[src/rtl/mc_ctrl.sv]
// Multi-cycle control sequencer: steps each instruction through
// fetch/decode/execute/memory/writeback over a shared variable-latency
// memory port, with a wait timeout and a retired-instruction counter.
module mc_ctrl #(
    parameter int TO_W   = 8,
    parameter int TO_MAX = 255
) (
    input  logic        clk,
    input  logic        rst,
    input  logic [5:0]  Op,
    input  logic [5:0]  Funct,
    input  logic        Zero,
    input  logic        mem_ready,
    output logic        mem_req,
    output logic        MemRead,
    output logic [1:0]  MemWrite,
    output logic        IRWrite,
    output logic        PCWrite,
    output logic        RegWrite,
    output logic        EXTOp,
    output logic [3:0]  ALUOp,
    output logic [1:0]  NPCOp,
    output logic        ALUSrc,
    output logic [1:0]  GPRSel,
    output logic [1:0]  WDSel,
    output logic [2:0]  LAddr,
    output logic        instr_done,
    output logic        illegal,
    output logic        bus_err,
    output logic [31:0] instr_cnt
);

    typedef enum logic [3:0] {
        S_IDLE   = 4'd0,
        S_FETCH  = 4'd1,
        S_DECODE = 4'd2,
        S_EXEC   = 4'd3,
        S_ALUWB  = 4'd4,
        S_ADDR   = 4'd5,
        S_MEMRD  = 4'd6,
        S_LDWB   = 4'd7,
        S_MEMWR  = 4'd8,
        S_BRANCH = 4'd9,
        S_JUMP   = 4'd10,
        S_HALT   = 4'd11
    } state_t;

    localparam logic [5:0] OP_RTYPE = 6'b000000;
    localparam logic [5:0] OP_J     = 6'b000010;
    localparam logic [5:0] OP_JAL   = 6'b000011;
    localparam logic [5:0] OP_BEQ   = 6'b000100;
    localparam logic [5:0] OP_BNE   = 6'b000101;
    localparam logic [5:0] OP_ADDI  = 6'b001000;
    localparam logic [5:0] OP_SLTI  = 6'b001010;
    localparam logic [5:0] OP_ANDI  = 6'b001100;
    localparam logic [5:0] OP_ORI   = 6'b001101;
    localparam logic [5:0] OP_LUI   = 6'b001111;
    localparam logic [5:0] OP_LB    = 6'b100000;
    localparam logic [5:0] OP_LH    = 6'b100001;
    localparam logic [5:0] OP_LW    = 6'b100011;
    localparam logic [5:0] OP_LBU   = 6'b100100;
    localparam logic [5:0] OP_LHU   = 6'b100101;
    localparam logic [5:0] OP_SB    = 6'b101000;
    localparam logic [5:0] OP_SH    = 6'b101001;
    localparam logic [5:0] OP_SW    = 6'b101011;

    // Last counter value before a stalled access is declared hung.
    localparam logic [TO_W-1:0] TO_LIM = TO_W'(TO_MAX - 1);

    // ALU code for an R-type function field; 0000 marks an unsupported funct.
    function automatic logic [3:0] r_alu_op(input logic [5:0] f);
        case (f)
            6'b100000, 6'b100001: r_alu_op = 4'b0001; // add, addu
            6'b100010, 6'b100011: r_alu_op = 4'b0010; // sub, subu
            6'b100100:            r_alu_op = 4'b0011; // and
            6'b100101:            r_alu_op = 4'b0100; // or
            6'b101010:            r_alu_op = 4'b0101; // slt
            6'b101011:            r_alu_op = 4'b0110; // sltu
            6'b100111:            r_alu_op = 4'b1000; // nor
            6'b100110:            r_alu_op = 4'b1001; // xor
            6'b000110:            r_alu_op = 4'b1010; // srlv
            6'b000100:            r_alu_op = 4'b1011; // sllv
            6'b000111:            r_alu_op = 4'b1100; // srav
            default:              r_alu_op = 4'b0000;
        endcase
    endfunction

    // ALU code for an ALU-immediate opcode; 0000 means not an ALU immediate.
    function automatic logic [3:0] i_alu_op(input logic [5:0] op);
        case (op)
            OP_ADDI: i_alu_op = 4'b0001;
            OP_ANDI: i_alu_op = 4'b0011;
            OP_ORI:  i_alu_op = 4'b0100;
            OP_SLTI: i_alu_op = 4'b0101;
            OP_LUI:  i_alu_op = 4'b1101;
            default: i_alu_op = 4'b0000;
        endcase
    endfunction

    state_t            state_q, state_d;
    logic [TO_W-1:0]   to_cnt_q, to_cnt_d;
    logic              bus_err_q, bus_err_d;
    logic [31:0]       instr_cnt_q, instr_cnt_d;

    logic              is_r, is_alui, is_load, is_store;
    logic              is_beq, is_bne, is_jal, is_jmp, dec_ok, imm_sext;
    logic [3:0]        alu_dec;
    logic [2:0]        laddr_dec;
    logic [1:0]        mw_dec;
    logic              wait_st;

    assign is_r     = (Op == OP_RTYPE);
    assign is_alui  = (i_alu_op(Op) != 4'b0000);
    assign is_load  = (Op == OP_LW) || (Op == OP_LB) || (Op == OP_LH) ||
                      (Op == OP_LBU) || (Op == OP_LHU);
    assign is_store = (Op == OP_SW) || (Op == OP_SB) || (Op == OP_SH);
    assign is_beq   = (Op == OP_BEQ);
    assign is_bne   = (Op == OP_BNE);
    assign is_jal   = (Op == OP_JAL);
    assign is_jmp   = (Op == OP_J) || is_jal;
    assign dec_ok   = (is_r && (r_alu_op(Funct) != 4'b0000)) || is_alui ||
                      is_load || is_store || is_beq || is_bne || is_jmp;
    assign alu_dec  = is_r ? r_alu_op(Funct) : i_alu_op(Op);
    // Only the arithmetic/compare immediates sign-extend; logical ones and lui do not.
    assign imm_sext = (Op == OP_ADDI) || (Op == OP_SLTI);
    assign wait_st  = (state_q == S_FETCH) || (state_q == S_MEMRD) ||
                      (state_q == S_MEMWR);

    // Load-type and store-size selects from the opcode.
    always_comb begin
        laddr_dec = 3'b000;
        mw_dec    = 2'b00;
        case (Op)
            OP_LB:   laddr_dec = 3'b001;
            OP_LBU:  laddr_dec = 3'b010;
            OP_LH:   laddr_dec = 3'b011;
            OP_LHU:  laddr_dec = 3'b100;
            OP_SW:   mw_dec    = 2'b01;
            OP_SB:   mw_dec    = 2'b10;
            OP_SH:   mw_dec    = 2'b11;
            default: ;
        endcase
    end

    // Datapath controls decoded from the current state and instruction.
    always_comb begin
        mem_req    = 1'b0;
        MemRead    = 1'b0;
        MemWrite   = 2'b00;
        IRWrite    = 1'b0;
        PCWrite    = 1'b0;
        RegWrite   = 1'b0;
        EXTOp      = 1'b0;
        ALUOp      = 4'b0000;
        NPCOp      = 2'b00;
        ALUSrc     = 1'b0;
        GPRSel     = 2'b00;
        WDSel      = 2'b00;
        LAddr      = 3'b000;
        instr_done = 1'b0;
        illegal    = 1'b0;
        case (state_q)
            S_FETCH: begin
                mem_req = 1'b1;
                MemRead = 1'b1;
                IRWrite = mem_ready;
                PCWrite = mem_ready;
            end
            S_DECODE: begin
                illegal    = ~dec_ok;
                instr_done = ~dec_ok;
            end
            S_EXEC: begin
                ALUOp  = alu_dec;
                ALUSrc = ~is_r;
                EXTOp  = imm_sext;
            end
            S_ALUWB: begin
                ALUOp      = alu_dec;
                ALUSrc     = ~is_r;
                EXTOp      = imm_sext;
                RegWrite   = 1'b1;
                GPRSel     = is_r ? 2'b00 : 2'b01;
                instr_done = 1'b1;
            end
            S_ADDR: begin
                ALUOp  = 4'b0001;
                ALUSrc = 1'b1;
                EXTOp  = 1'b1;
            end
            S_MEMRD: begin
                ALUOp   = 4'b0001;
                ALUSrc  = 1'b1;
                EXTOp   = 1'b1;
                mem_req = 1'b1;
                MemRead = 1'b1;
                LAddr   = laddr_dec;
            end
            S_LDWB: begin
                RegWrite   = 1'b1;
                WDSel      = 2'b01;
                GPRSel     = 2'b01;
                LAddr      = laddr_dec;
                instr_done = 1'b1;
            end
            S_MEMWR: begin
                ALUOp      = 4'b0001;
                ALUSrc     = 1'b1;
                EXTOp      = 1'b1;
                mem_req    = 1'b1;
                MemWrite   = mw_dec;
                instr_done = mem_ready;
            end
            S_BRANCH: begin
                ALUOp      = 4'b0010;
                EXTOp      = 1'b1;
                NPCOp      = 2'b01;
                PCWrite    = (is_beq & Zero) | (is_bne & ~Zero);
                instr_done = 1'b1;
            end
            S_JUMP: begin
                PCWrite    = 1'b1;
                NPCOp      = 2'b10;
                RegWrite   = is_jal;
                GPRSel     = is_jal ? 2'b10 : 2'b00;
                WDSel      = is_jal ? 2'b10 : 2'b00;
                instr_done = 1'b1;
            end
            default: ;
        endcase
    end

    assign bus_err   = bus_err_q;
    assign instr_cnt = instr_cnt_q;

    // Next state, wait timeout and retired-instruction count.
    always_comb begin
        state_d     = state_q;
        to_cnt_d    = '0;
        bus_err_d   = bus_err_q;
        instr_cnt_d = instr_done ? instr_cnt_q + 32'd1 : instr_cnt_q;
        case (state_q)
            S_IDLE:   state_d = S_FETCH;
            S_FETCH:  if (mem_ready) state_d = S_DECODE;
            S_DECODE: begin
                if (!dec_ok)                    state_d = S_FETCH;
                else if (is_load || is_store)   state_d = S_ADDR;
                else if (is_beq || is_bne)      state_d = S_BRANCH;
                else if (is_jmp)                state_d = S_JUMP;
                else                            state_d = S_EXEC;
            end
            S_EXEC:   state_d = S_ALUWB;
            S_ALUWB:  state_d = S_FETCH;
            S_ADDR:   state_d = is_load ? S_MEMRD : S_MEMWR;
            S_MEMRD:  if (mem_ready) state_d = S_LDWB;
            S_LDWB:   state_d = S_FETCH;
            S_MEMWR:  if (mem_ready) state_d = S_FETCH;
            S_BRANCH: state_d = S_FETCH;
            S_JUMP:   state_d = S_FETCH;
            S_HALT:   state_d = S_HALT;
            default:  state_d = S_IDLE;
        endcase
        // A stall that reaches the limit overrides the normal transition;
        // a ready in that same cycle never gets here.
        if (wait_st && !mem_ready) begin
            if (to_cnt_q == TO_LIM) begin
                state_d   = S_HALT;
                bus_err_d = 1'b1;
            end else begin
                to_cnt_d = to_cnt_q + TO_W'(1);
            end
        end
    end

    // Control state registers with asynchronous reset.
    always_ff @(posedge clk or posedge rst) begin
        if (rst) begin
            state_q     <= S_IDLE;
            to_cnt_q    <= '0;
            bus_err_q   <= 1'b0;
            instr_cnt_q <= 32'd0;
        end else begin
            state_q     <= state_d;
            to_cnt_q    <= to_cnt_d;
            bus_err_q   <= bus_err_d;
            instr_cnt_q <= instr_cnt_d;
        end
    end

endmodule

[config.mk]
export PLATFORM = sky130hd
export DESIGN_NAME = mc_ctrl
export DESIGN_NICKNAME = d
export VERILOG_FILES = /design/src/rtl/mc_ctrl.sv
export SDC_FILE = /design/constraint.sdc
export NUM_CORES = 1
export LEC_CHECK = 0
export CORE_ASPECT_RATIO = 1.4
export CORE_UTILIZATION = 50
export DETAILED_ROUTE_END_ITERATION = 6
export GPL_TIMING_DRIVEN = 0
export PLACE_DENSITY_LB_ADDON = 0.1
export SYNTH_ARGS = -nofsm -noshare
export SYNTH_HDL_FRONTEND = slang
export SYNTH_SLANG_ARGS = --single-unit
[constraint.sdc]
create_clock -name clk -period 2.3 [get_ports clk]
set_input_delay 0.23 -clock clk [delete_from_list [all_inputs] [get_ports clk]]
set_output_delay 0.23 -clock clk [all_outputs]
set_load 0.1 [all_outputs]
**Yosys cells after proc, flatten, opt, wreduce, memory -nomap -nowiden**

Memories as Yosys holds them, arrays and structs flattened.
Index checks and enable logic that the tools add are counted.

- Flip-flop bits (word level): 45
- Memory bits (read-only): 512
- Input bits: 16
- Output and inout port bits: 57
- Memories kept: 2

Memories:

| name | depth | bits a word | rd ports | clocked after memory_dff | wr ports | line | source |
|---|---|---|---|---|---|---|---|
| (name not given) | 64 | 4 | 1 | 0 | 0 | 72 | `case (f)` |
| (name not given) | 64 | 4 | 1 | 0 | 0 | 72 |  |

- $add $sub $neg: 2
- Equal/unequal tests: 29
- Multiplexer cells: 34
- Bitwise logic cells: 6
- Reduce and logical (&&, ||, !) cells: 35

Operators with widths:

| cell | number |
|---|---|
| $eq A6 B6 Y1 const B | 8 |
| $mux W4 | 11 |
| $add A32 B1 Y32 const B | 1 |
| $pmux W4 S8 | 1 |
| $eq A6 B4 Y1 const B | 5 |
| $pmux W4 S5 | 1 |
| $logic_or A1 B1 Y1 | 18 |
| $eq A4 B3 Y1 const B | 4 |
| $eq A4 B4 Y1 const B | 4 |
| $mux W8 | 2 |
| $eq A6 B2 Y1 const B | 2 |
| $eq A6 B3 Y1 const B | 2 |
| $pmux W2 S3 | 2 |
| $pmux W3 S4 | 1 |
| $pmux W4 S3 | 1 |
| $add A8 B1 Y8 const B | 1 |
| $eq A4 B2 Y1 const B | 2 |
| $eq A8 B8 Y1 const B | 1 |
| $pmux W2 S2 | 2 |
| $reduce_bool A4 Y1 | 2 |
| $reduce_or A2 Y1 | 4 |
| $reduce_or A4 Y1 | 2 |
| $logic_not A6 Y1 | 1 |
| $pmux W1 S2 | 3 |
| 14 further kinds | 25 |

**Logic depth before layout (Yosys ltp)**

- Depth in word-level cells: 14
- Depth in mapped cells: 10
- Mapped depth without buffers: 7

**Least setup slack after synthesis**

Ideal clock, no wire load.

- Path kind: register to output
- From: register state_q[2]
- To: output port ALUOp[1]
- Arrival: 4119 ps
- Data required time: 2070 ps
- Setup slack: -2049 ps
- Cell stages (with the launch flop): 6
- Buffers on the path: 1
- Cell sequence: dfrtp_1 clkbuf_1 nand2_1 o21ai_0 nand3_1 o41ai_1

- Word-level cells in the longest chain between the ends: 3

Ends and longest elaborated chain:

| what | line | source |
|---|---|---|
| start: declaration | 100 | `state_t state_q, state_d;` |
| start signal: assignment | 283 | `state_q <= state_d;` |
| $eq A4 B3 Y1, or another cell as far along | 162 | `case (state_q)` |
| $reduce_or A3 Y1 (no line) or $reduce_or A2 Y1 (tied branches) | -- |  |
| $pmux W4 S3 * | 162 |  |
| end: declaration | 21 | `output logic [3:0] ALUOp,` |

Mark *: on every way between the ends. The rest lies on a longest branch, timed or not.

**Final worst setup path**

- From: input port Op[1]
- To: output port instr_done

- Word-level cells in the longest chain between the ends: 12

Ends and longest elaborated chain:

| what | line | source |
|---|---|---|
| start: declaration | 10 | `input logic [5:0] Op,` |
| parallel branches: the longest is 9 deep, another holds $eq A6 B4 Y1 | -- |  |
| $logic_or A1 B1 Y1 * | 122 | `is_load \|\| is_store \|\| is_beq \|\| is_bne \|\| is_jmp;` |
| $not A1 Y1 * | 171 | `instr_done = ~dec_ok;` |
| $pmux W1 S3 * | 162 |  |
| end: declaration | 27 | `output logic instr_done,` |

Every way passes the cells marked *.

==> results.sh <==
export IMPL_dp_hpwl_um=5490
export IMPL_maxCapViolCount=0
export IMPL_yosys_register_bits=45
export IMPL_finClkSkew_ps=12.2
export IMPL_antenna_found_initial=0
export IMPL_path_clk_slew_ps=90
export IMPL_syn_nets=344
export IMPL_cts_buffer_depth=2
export IMPL_rows=32
export IMPL_htree_levels=2
export IMPL_worst_pin_slew_ps=987
export IMPL_setup_slack_ps=-15.1
export IMPL_startpoint_type="input pin"
export IMPL_outcome="finished with violations"
export IMPL_coreArea_mm2=0.00553
export IMPL_synth_area_top_cells="dfrtp_1 39%, xnor2_1 6.1%, xor2_1 6.1%, nand2_1 5.5%, nor2_1 4.0%"
export IMPL_synthCells=325
export IMPL_dr_total_vias=2701
export IMPL_grt_pass1_wl_um=12200
export IMPL_ys_seq_area_share_pct=39.1
export IMPL_drv_slew=0
export IMPL_dieWidth_um=66.2
export IMPL_cts_hold_buf=0
export IMPL_grt_pass1_vias=2618
export IMPL_start_util_pct=52.2
export IMPL_synth_edf_count=0
export IMPL_regArea_mm2=0.00114
export IMPL_async_reset_ff_share_pct=100
export IMPL_n_antenna_cell=0
export IMPL_cts_sinks=45
export IMPL_total_leakage_power_nw=1.68
export IMPL_grt_overflow=0
export IMPL_path_class="in -> out"
export IMPL_period_share_pct=101
export IMPL_worst_path_max_fanout=19
export IMPL_fmax_mhz=432
export IMPL_setup_violations=1
export IMPL_rsz0062_at_grt="true"
export IMPL_ys_types=56
export IMPL_synth_area_mm2=0.00288
export IMPL_area_growth_synth_to_final_pct=40.8
export IMPL_die_y_um=91.8
export IMPL_drt_first_pass_iters=4
export IMPL_fillCellCount=469
export IMPL_wl_per_cell_um=15.5
export IMPL_ant_nets=0
export IMPL_vias_per_cell=5.65
export IMPL_hold_path_class="in -> async"
export IMPL_grt_max_degree=36
export IMPL_synth_flop_cell="dfrtp_1"
export IMPL_multi_input_area_mm2=0.00183
export IMPL_wirelength_um=7420
export IMPL_clk_latency_ps=290
export IMPL_final_util_pct=73.4
export IMPL_violations="negative setup slack"
export IMPL_synth_top_cell_by_area="dfrtp_1"
export IMPL_die_area_mm2=0.00608
export IMPL_crit_path_end_kind="primary output"
export IMPL_drc=0
export IMPL_rrSetupSlack_ps=230
export IMPL_worst_endpoint_arrival_ps=2090
export IMPL_portBuffers=72
export IMPL_place_congestion=0.889
export IMPL_hold_violations=0
export IMPL_numCtsBuffers=5
export IMPL_p_total_w=0.00173
export IMPL_period_minus_slack_ps=2320
export IMPL_slew_headroom_pct=34.0
export IMPL_drtIter0Drc=136
export IMPL_yosys_warnings=0
export IMPL_drive_above_1_share_pct=29.0
export IMPL_worstPathRequired_ps=2070
export IMPL_grt_usage_pct=25.5
export IMPL_powerDensity_mw_per_mm2=427
export IMPL_syn_avg_cell_area_um2=8.87
export IMPL_ir_drop_v=0.000437
export IMPL_netlist_area_leader_share_pct=39.1
export IMPL_root_buffer="clkbuf_8"
export IMPL_io_pins=73
export IMPL_tritoncts="built"
export IMPL_final_nets=428
[cell type report]
class                   count  share of cell area [%]
plain buffers              11                    1.94
clock buffers               6                    1.79
clock inverters             2                   0.956
inverters                  10                    1.14
multi-input cells         258                    45.1
flip-flops and latches     45                    28.2
well taps                  68                    2.10
repair buffers             78                    18.8
[sequential cells by signal, summed over array words and instances (netlist names)]
register,count
to_cnt_q,8
instr_cnt,32
bus_err,1
state_q,4
[placed cells by master, fill, tap and decap left out, types with 3 or more instances in the layout]
cell type	instances
nand2b_1	5
clkdlybuf4s50_1	38
nand2_2	3
nor2b_1	6
nor4_4	3
buf_2	9
ha_1	3
nand2_1	40
nor3_1	6
buf_4	7
dfrtp_2	15
inv_1	5
clkbuf_8	5
clkbuf_4	6
nand3_1	21
nor2_1	22
nor2b_2	3
a31oi_1	6
buf_6	9
dfrtp_1	30
o21bai_1	3
a211o_1	3
xor2_1	20
nor2_2	7
dlygate4sd2_1	8
nor3_2	7
nand4_1	9
clkbuf_2	4
buf_12	4
a21oi_1	4
xnor2_1	20
and2_1	4
and3_1	9
o21ai_0	8
[final timing paths]
kind,from,endpoint,depth (start not counted)
worst max-delay path,Op[1],instr_done,8
worst min-delay path,rst,to_cnt_q[6]$_DFF_PP0_,2
worst max register to register,instr_cnt[0]$_DFFE_PP0P_,instr_cnt[20]$_DFFE_PP0P_,7
worst min register to register,instr_cnt[31]$_DFFE_PP0P_,instr_cnt[31]$_DFFE_PP0P_,1
max in group asynchronous,rst,instr_cnt[12]$_DFFE_PP0P_,3
min in group clk,instr_cnt[31]$_DFFE_PP0P_,instr_cnt[31]$_DFFE_PP0P_,1
[power breakdown]
group,total [W],internal [W],switching (W)
combinational,0.000313,0.0000893,0.000223
clock,0.000593,0.000326,0.000267
sequential,0.000827,0.000808,0.0000191
total,0.00173,0.00122,0.000509
[metrics by stage]
step | hold slack (ps) | instances | instance area (µm²) | setup TNS [ps] | setup slack, ps
finish | 170 | 478 | 4060 | -15.1 | -15.1
global route | 187 | 478 | 4060 | -382 | -105
CTS | 175 | 478 | 4030 | -19.0 | -17.0
detailed placement | 461 | 466 | 3850 | -30490 | -1360
global placement | 454 | 465 | 3830 | -28420 | -1320
floorplan | 469 | 325 | 3030 | -464 | -155
[per-layer routing]
layer,vias to the layer above,share of wire (%),routed length [µm],track usage [%]
met5,-,0,0,0
met4,0,1.3,95,7.98
met3,6,4.9,366,3.73
met2,76,53,3900,43.9
met1,1314,41,3060,32.4
li1,1305,-,-,-
[timing repair]
item / in CTS / in global routing
cloned: 0 / 0
pin swaps: 3 / 0
gates resized for setup: 164 / 29
endpoints found under the setup margin: 51 / 21
setup buffers: 5 / 0
[Yosys cell counts, drive strengths merged (2+ instances only)]
library cell and number:
a211o 3, a21oi 7, a31o 2, a31oi 6
a32o 2, and2 4, and3 9, and4 2
buf 6, clkbuf 6, dfrtp 45, ha 3
inv 10, nand2 43, nand2b 6, nand3 22
nand4 9, nor2 31, nor2b 10, nor3 13
nor3b 3, nor4 5, o21a 2, o21ai 10
o21bai 3, o32ai 2, o41ai 2, or2 3
or3 2, xnor2 21, xor2 20
[worst max-delay path: stages]
cell and delay (ps):
dlygate4sd2_1 320, or2_1 290, a211o_1 260, a32o_2 280
o21a_1 180, buf_6 140, inv_4 170, buf_12 200
[logic make-up (layout without fill, tap and decap cells)]
| kind of cell | after synthesis | in the layout | synth area share (%) |
|---|---|---|---|
| AOI/OAI and AO/OA | 47 | 47 | 11.5 |
| xor gates and xnor gates | 41 | 41 | 12.7 |
| adders and majority gates | 3 | 3 | 1.30 |
| buffers and inverters | 22 | 107 | 3.95 |
| DFF | 45 | 45 | 39.1 |
| muxes | 1 | 1 | 0.347 |
| and+or+nand+nor | 166 | 166 | 31.1 |
Power figures use the tool's default switching activity.
